### config.mk
export PLATFORM = sky130hd
export DESIGN_NAME = imem_loader
export DESIGN_NICKNAME = d
export VERILOG_FILES = /design/src/rtl/imem_loader.sv
export SDC_FILE = /design/constraint.sdc
export NUM_CORES = 1
export LEC_CHECK = 0
export BUFFER_PORTS_ARGS = -buffer_cell sky130_fd_sc_hd__buf_2
export CORE_MARGIN = 2
export CORE_UTILIZATION = 40
export DETAILED_ROUTE_END_ITERATION = 6
export GPL_ROUTABILITY_DRIVEN = 1
export HOLD_SLACK_MARGIN = 0.08
export PLACE_DENSITY = 0.66
export SLEW_MARGIN = 20
export SYNTH_ARGS = -nofsm -noshare
export SYNTH_HDL_FRONTEND = slang
export SYNTH_SLANG_ARGS = --single-unit
### constraint.sdc
create_clock -name clk -period 5.3 [get_ports clk]
set_clock_uncertainty 0.2 [all_clocks]
set_input_delay 1.06 -clock clk [delete_from_list [all_inputs] [get_ports clk]]
set_output_delay 1.06 -clock clk [all_outputs]
set_load 0.01 [all_outputs]
### src/rtl/imem_loader.sv
// Byte-stream boot loader: parses SYNC/LEN/payload[/CHK] frames and writes the payload to instruction memory.
// Define IMEM_LOADER_CHECKSUM_EN to enable the trailing checksum byte and the ERR state.
module imem_loader #(
    parameter int ADDR_W = 8,
    parameter int DATA_W = 8
) (
    input  logic              clk,
    input  logic              rst,
    input  logic              in_valid,
    input  logic [DATA_W-1:0] in_data,
    output logic              in_ready,
    output logic              wr_en,
    output logic [ADDR_W-1:0] wr_addr,
    output logic [DATA_W-1:0] wr_data,
    output logic              cpu_hold,
    output logic              done,
    output logic              error
);

    localparam logic [2:0] S_IDLE = 3'd0;
    localparam logic [2:0] S_LEN  = 3'd1;
    localparam logic [2:0] S_DATA = 3'd2;
    localparam logic [2:0] S_DONE = 3'd4;
`ifdef IMEM_LOADER_CHECKSUM_EN
    localparam logic [2:0] S_CHK  = 3'd3;
    localparam logic [2:0] S_ERR  = 3'd5;
`endif

    localparam logic [DATA_W-1:0] SYNC = 8'hA5;

    logic [2:0]        state;
    logic [DATA_W:0]   remain;
    logic [ADDR_W-1:0] addr_cnt;
    logic              xfer;

    assign in_ready = (state != S_DONE);
    assign done     = (state == S_DONE);
    assign cpu_hold = (state != S_DONE);
    assign xfer     = in_valid && in_ready;

`ifdef IMEM_LOADER_CHECKSUM_EN
    logic [DATA_W-1:0] sum;

    // Frame is good when the wrapped payload sum plus the checksum byte is zero.
    function automatic logic chk_pass(input logic [DATA_W-1:0] s, input logic [DATA_W-1:0] c);
        logic [DATA_W-1:0] t;
        t = s + c;
        return (t == '0);
    endfunction

    assign error = (state == S_ERR);
`else
    assign error = 1'b0;
`endif

    always_ff @(posedge clk) begin
        if (rst) begin
            state    <= S_IDLE;
            remain   <= '0;
            addr_cnt <= '0;
            wr_en    <= 1'b0;
            wr_addr  <= '0;
            wr_data  <= '0;
`ifdef IMEM_LOADER_CHECKSUM_EN
            sum      <= '0;
`endif
        end else begin
            wr_en <= 1'b0;
            if (xfer) begin
                case (state)
                    S_IDLE: begin
                        if (in_data == SYNC) state <= S_LEN;
                    end
                    S_LEN: begin
                        // A zero length byte encodes a full 256-byte payload.
                        remain   <= (in_data == '0) ? {1'b1, {DATA_W{1'b0}}} : {1'b0, in_data};
                        addr_cnt <= '0;
`ifdef IMEM_LOADER_CHECKSUM_EN
                        sum      <= '0;
`endif
                        state    <= S_DATA;
                    end
                    S_DATA: begin
                        // stage boundary: write port registered one cycle after the transfer
                        wr_en    <= 1'b1;
                        wr_addr  <= addr_cnt;
                        wr_data  <= in_data;
                        addr_cnt <= addr_cnt + 1'b1;
                        remain   <= remain - 1'b1;
`ifdef IMEM_LOADER_CHECKSUM_EN
                        sum      <= sum + in_data;
                        if (remain == {{DATA_W{1'b0}}, 1'b1}) state <= S_CHK;
`else
                        if (remain == {{DATA_W{1'b0}}, 1'b1}) state <= S_DONE;
`endif
                    end
`ifdef IMEM_LOADER_CHECKSUM_EN
                    S_CHK: begin
                        state <= chk_pass(sum, in_data) ? S_DONE : S_ERR;
                    end
                    S_ERR: begin
                        if (in_data == SYNC) state <= S_LEN;
                    end
`endif
                    S_DONE: begin
                        state <= S_DONE;
                    end
                    default: begin
                        state <= S_IDLE;
                    end
                endcase
            end
        end
    end

endmodule
# Word-level counts from Yosys, hierarchy flattened
# Index checks and enable logic that the tools add are counted.
[word_totals]
ff_bits = 37
input_bits = 11
output_inout_bits = 21
elab_cells = 32
[op_classes]
addsub = 2
n_eq_ne = 8
n_mux = 7
bitwise_logic = 1
reduce_logical = 8
[op_table]
columns = ["op", "count"]
rows = [
  ["9-bit one-hot mux with 2 select lines", 1],
  ["8-bit one-hot mux with 2 select lines", 1],
  ["3-bit one-hot mux with 4 select lines", 1],
  ["9-bit by 1-bit equality test with 1-bit output (second input constant)", 1],
  ["9-bit 2-to-1 mux", 1],
  ["9-bit by 1-bit subtractor with 9-bit output (second input constant)", 1],
  ["8-bit by 1-bit adder with 8-bit output (second input constant)", 1],
  ["8-bit equality test (second input constant)", 1],
  ["8-bit logical NOT", 1],
  ["3-bit 2-to-1 mux", 2],
  ["2-bit inequality test (second input constant)", 2],
  ["2-bit AND reduction", 2],
  ["3-bit by 1-bit equality test with 1-bit output (second input constant)", 1],
  ["3-bit by 2-bit equality test with 1-bit output (second input constant)", 1],
  ["3-bit equality test (second input constant)", 1],
  ["3-bit logical NOT", 1],
  ["3-bit inequality test (second input constant)", 1],
  ["3-bit AND reduction", 1],
  ["2-bit nonzero test", 1],
  ["2-bit OR reduction", 1],
  ["1-bit logical AND", 1],
  ["1-bit 2-to-1 mux", 1],
  ["1-bit NOT", 1],
]

# Logic depth before layout (Yosys ltp)
[logic_depth]
word_depth = 4
mapped_depth = 6
mapped_depth_nobuf = 6

# Least setup slack after synthesis
# OpenSTA, ideal clock, no wires.
[synth_timing]
path_type = "input -> register"
from = "input in_data[1]"
to = "register state[0]"
setup_time_ns = 0.070
arrival_time_ns = 2.196
t_required_ns = 5.030
path_slack_ns = 2.835
cell_stages = 3
path_buffers = 0
cell_sequence = "or4_4 or4_1 a21oi_1"
[synth_between]
elab_chain_cells = 3
[synth_lines]
columns = ["item", "line", "source"]
rows = [
  ["start, declared", "10", "input logic [DATA_W-1:0] in_data,"],
  ["8-bit equality test", "72", "if (in_data == SYNC) state <= S_LEN;"],
  ["2-bit inequality test (no source line)", "n/a", ""],
  ["3-bit AND reduction (no source line)", "n/a", ""],
  ["end signal, assigned", "72", ""],
  ["end signal, assigned", "81", "state <= S_DATA;"],
  ["end signal, assigned", "94", "if (remain == {{DATA_W{1'b0}}, 1'b1}) state <= S_DONE;"],
  ["end, declared", "31", "logic [2:0] state;"],
]
# Every way passes these cells.
# A chain may end at the register's enable or synchronous reset.

# Worst setup path after layout
[layout_timing]
from = "register state[1]"
to = "register addr_cnt[5]"
[layout_between]
elab_chain_cells = 3
elab_cells_between_ends = 7
cone_classes = "eq/ne: 3; mux: 1; reduce/logical: 3"
[layout_lines]
columns = ["item", "line", "source"]
rows = [
  ["start signal, assigned", "58", "state <= S_IDLE;"],
  ["start signal, assigned", "72", ""],
  ["start signal, assigned", "81", ""],
  ["3-bit by 2-bit equality test with 1-bit output (tied with other cells)", "70", "case (state)"],
  ["2-bit nonzero test (no source line) or 1-bit logical AND (tied branches)", "n/a", ""],
  ["2-bit AND reduction (no source line)", "n/a", ""],
  ["end signal, assigned", "88", "addr_cnt <= addr_cnt + 1'b1;"],
  ["end, declared", "33", "logic [ADDR_W-1:0] addr_cnt;"],
]
# Several ways; a longest one is shown, not always the timed one.

==> impl_results.md <==
- Outcome: finished, final reports clean
- # hold bufs at CTS: 0
- Fin util: 46.6%
- Mapped Nets: 234
- CTS max path bufs: 2
- Layout cell share with drive strength beyond 1: 18.9%
- Placed Area: 1910 sq um
- Worst slew margin: 43.0%
- Endpoints failing hold: 0
- Avg Inst Size Synth: 8.18 sq um
- Post-CTS setup buffers: 0
- Die height: 71.1 um
- Max-slew violations: 0
- Post-cts sizing count: 0
- Cell Pwr Density: 283 nW/um^2
- DR WL/cell: 13.9 um
- Max-cap violations: 0
- Initial Util: 41.4%
- Antenna diode count: 0
- Die X: 71.1 um
- Period utilisation layout: 48.1%
- Via-to-Cell Ratio: 5.54
- Total number of yosys warnings: 0
- Setup CP Type: register to register
- Flops & latches, synth: 37
- Top Ports: 32
- RSZ-0062 raised after global routing: false
- Post-synth EDFFs: 0
- Crit end category: register
- Htree depth: 2
- I/O Buffers: 30
- Post-Syn Area: 1800 sq um
- Ys flop type: dfxtp_1
- Worst VDD drop: 0.000122 V
- Final setup vio count: 0
- Drc violations: 0
- Tot GR Track Use: 16.7%
- Clock Sink Count: 37
- Setup WS post-layout: 2.75 ns
- Fmax: 392 MHz
- Reg clk slew, reported paths: 0.08 ns
- Die ar.: 5050 sq um
- Detailed Place HPWL: 2700 um
- Antenna violations before repair: 0
- Vias: 1,639
- Min cycle time layout: 2.55 ns
- Seq/Total Area, Yosys: 41.1%
- Required @ worst endpoint: 5.29 ns
- Synth Instances: 220
- DR iter-0 viols: 115
- Fraction of registers with async set/reset: 0%
- Crit-path max FO: 25
- Startpoint class of the critical path: register
- Post-synthesis cell type count: 44
- Final WL: 4110 um
- Clk root buf: clkbuf_8
- Design area: 2030 sq um
- Leak: 0.000715 uW
- First-pass GRT wire length: 6730 um
- GRT overflow: 0
- Largest net degree at the start of global routing: 38
- Worst-margin pin slew: 0.854 ns
- Num CTS Buffers: 5
- Post-DRT Antenna Nets: 0
- Worst min path class: register to register
- Routability cong.: 0.843
- Nets: 257
- Worst skew pair latency: 0.29 ns
- Design Power: 575 uW
- Final setup TNS: 0 ns
- Vias in the first global route: 1,426
- Floorplan row count: 24
- CTS tree: done
- Critical Path AT: 2.54 ns
- Area growth from synthesis to layout: 12.7%
- Setup WS pre-CTS: 2.62 ns
- Pre-Repair DR Iteration Count: 5
- CORE AREA: 4350 sq um
-- through the flow --
step / hold WS, ns / cells
floorplan: 0.236 / 220
global placement: 0.241 / 288
detailed placement: 0.247 / 288
CTS: 0.257 / 296
global route: 0.274 / 296
finish: 0.253 / 296
-- power breakdown --
group          switching (uW)  internal [uW]
clock                     109            141
sequential               3.48            281
combinational            26.0           14.7
total                     138            436
-- synth_stat cells, types with 2 or more instances --
library cell | number | area share, %
nand2_1 | 45 | 9.4
dfxtp_1 | 37 | 41
a21oi_1 | 30 | 8.3
nor2_1 | 16 | 3.3
o21ai_0 | 11 | 3.1
buf_4 | 6 | 2.5
a311oi_1 | 4 | 1.9
and2_1 | 4 | 1.4
clkbuf_1 | 4 | 0.83
nor3_1 | 4 | 1.1
nor3b_1 | 4 | 1.7
or4_1 | 4 | 1.7
ha_1 | 3 | 2.1
inv_1 | 3 | 0.63
nand3_1 | 3 | 0.83
nand4b_1 | 3 | 1.5
nor4_1 | 3 | 1.0
a211oi_1 | 2 | 0.83
a31oi_1 | 2 | 0.69
a41oi_1 | 2 | 0.97
and4b_1 | 2 | 1.1
buf_2 | 2 | 0.56
clkbuf_8 | 2 | 1.5
mux2_2 | 2 | 1.3
nand2b_1 | 2 | 0.69
o211ai_1 | 2 | 0.83
-- path summary, 6_finish.rpt --
kind                            from                       end  slack (ns)  cells past startpoint
max            state[1]$_SDFFE_PP0P_  addr_cnt[5]$_SDFFE_PP0P_        2.75                      4
min          wr_addr[4]$_SDFFE_PP0P_   wr_addr[4]$_SDFFE_PP0P_        0.25                      2
max reg2reg    state[1]$_SDFFE_PP0P_  addr_cnt[5]$_SDFFE_PP0P_        2.75                      4
min reg2reg  wr_addr[4]$_SDFFE_PP0P_   wr_addr[4]$_SDFFE_PP0P_        0.25                      2
-- critical path, stage by stage (launching register included) --
cell and delay (ns):
dfxtp_1 0.46, nor3b_4 0.52, and2_1 0.77, a41oi_1 0.21
a311oi_1 0.28
-- metal layers --
metal / vias up / global-route usage [%] / share of wire, %
met5: - / 0 / 0
met4: 0 / 7.55 / 1.4
met3: 5 / 3.99 / 4.7
met2: 46 / 24.1 / 43
met1: 766 / 23.7 / 51
li1: 822 / - / -
-- registers in the layout, summed over array words and instances, names as in the netlist --
name and flops:
remain 9, addr_cnt 8, wr_addr 8, wr_data 8, state 3, wr_en 1
-- layout make-up --
class                   instances  area (sq um)
clock buffers                   5          68.8
clock inverters                 3          46.3
fillers                       454          2320
inverters                       3          11.3
multi-input cells             165           940
flip-flops and latches         37           741
well taps                      52          65.1
repair buffers                 31           158
-- layout by cell type, fill, tap and decap left out, types with 3 or more instances in the layout --
cell type	count
a21oi_1	30
a311oi_1	4
and2_1	4
buf_2	30
clkbuf_8	5
dfxtp_1	37
ha_1	3
inv_1	3
nand2_1	45
nand3_1	3
nand4b_1	3
nor2_1	16
nor3_1	4
nor3b_1	4
nor4_1	3
o21ai_0	11
or4_1	4
-- logic make-up (layout without fill, tap and decap cells) --
| group | count (synthesis) | count (layout) | synth area share (%) |
|---|---|---|---|
| AND/OR/NAND/NOR | 101 | 101 | 29.2 |
| AO/OA/AOI/OAI | 57 | 57 | 19.0 |
| flip-flops | 37 | 37 | 41.1 |
| buffers and inverters | 18 | 42 | 6.67 |
| adder cells (fa/ha/maj) | 3 | 3 | 2.09 |
| multiplexers | 2 | 2 | 1.25 |
| other | 1 | 1 | 0.208 |
| XOR/XNOR | 1 | 1 | 0.487 |
Power figures use the tool's default switching activity.
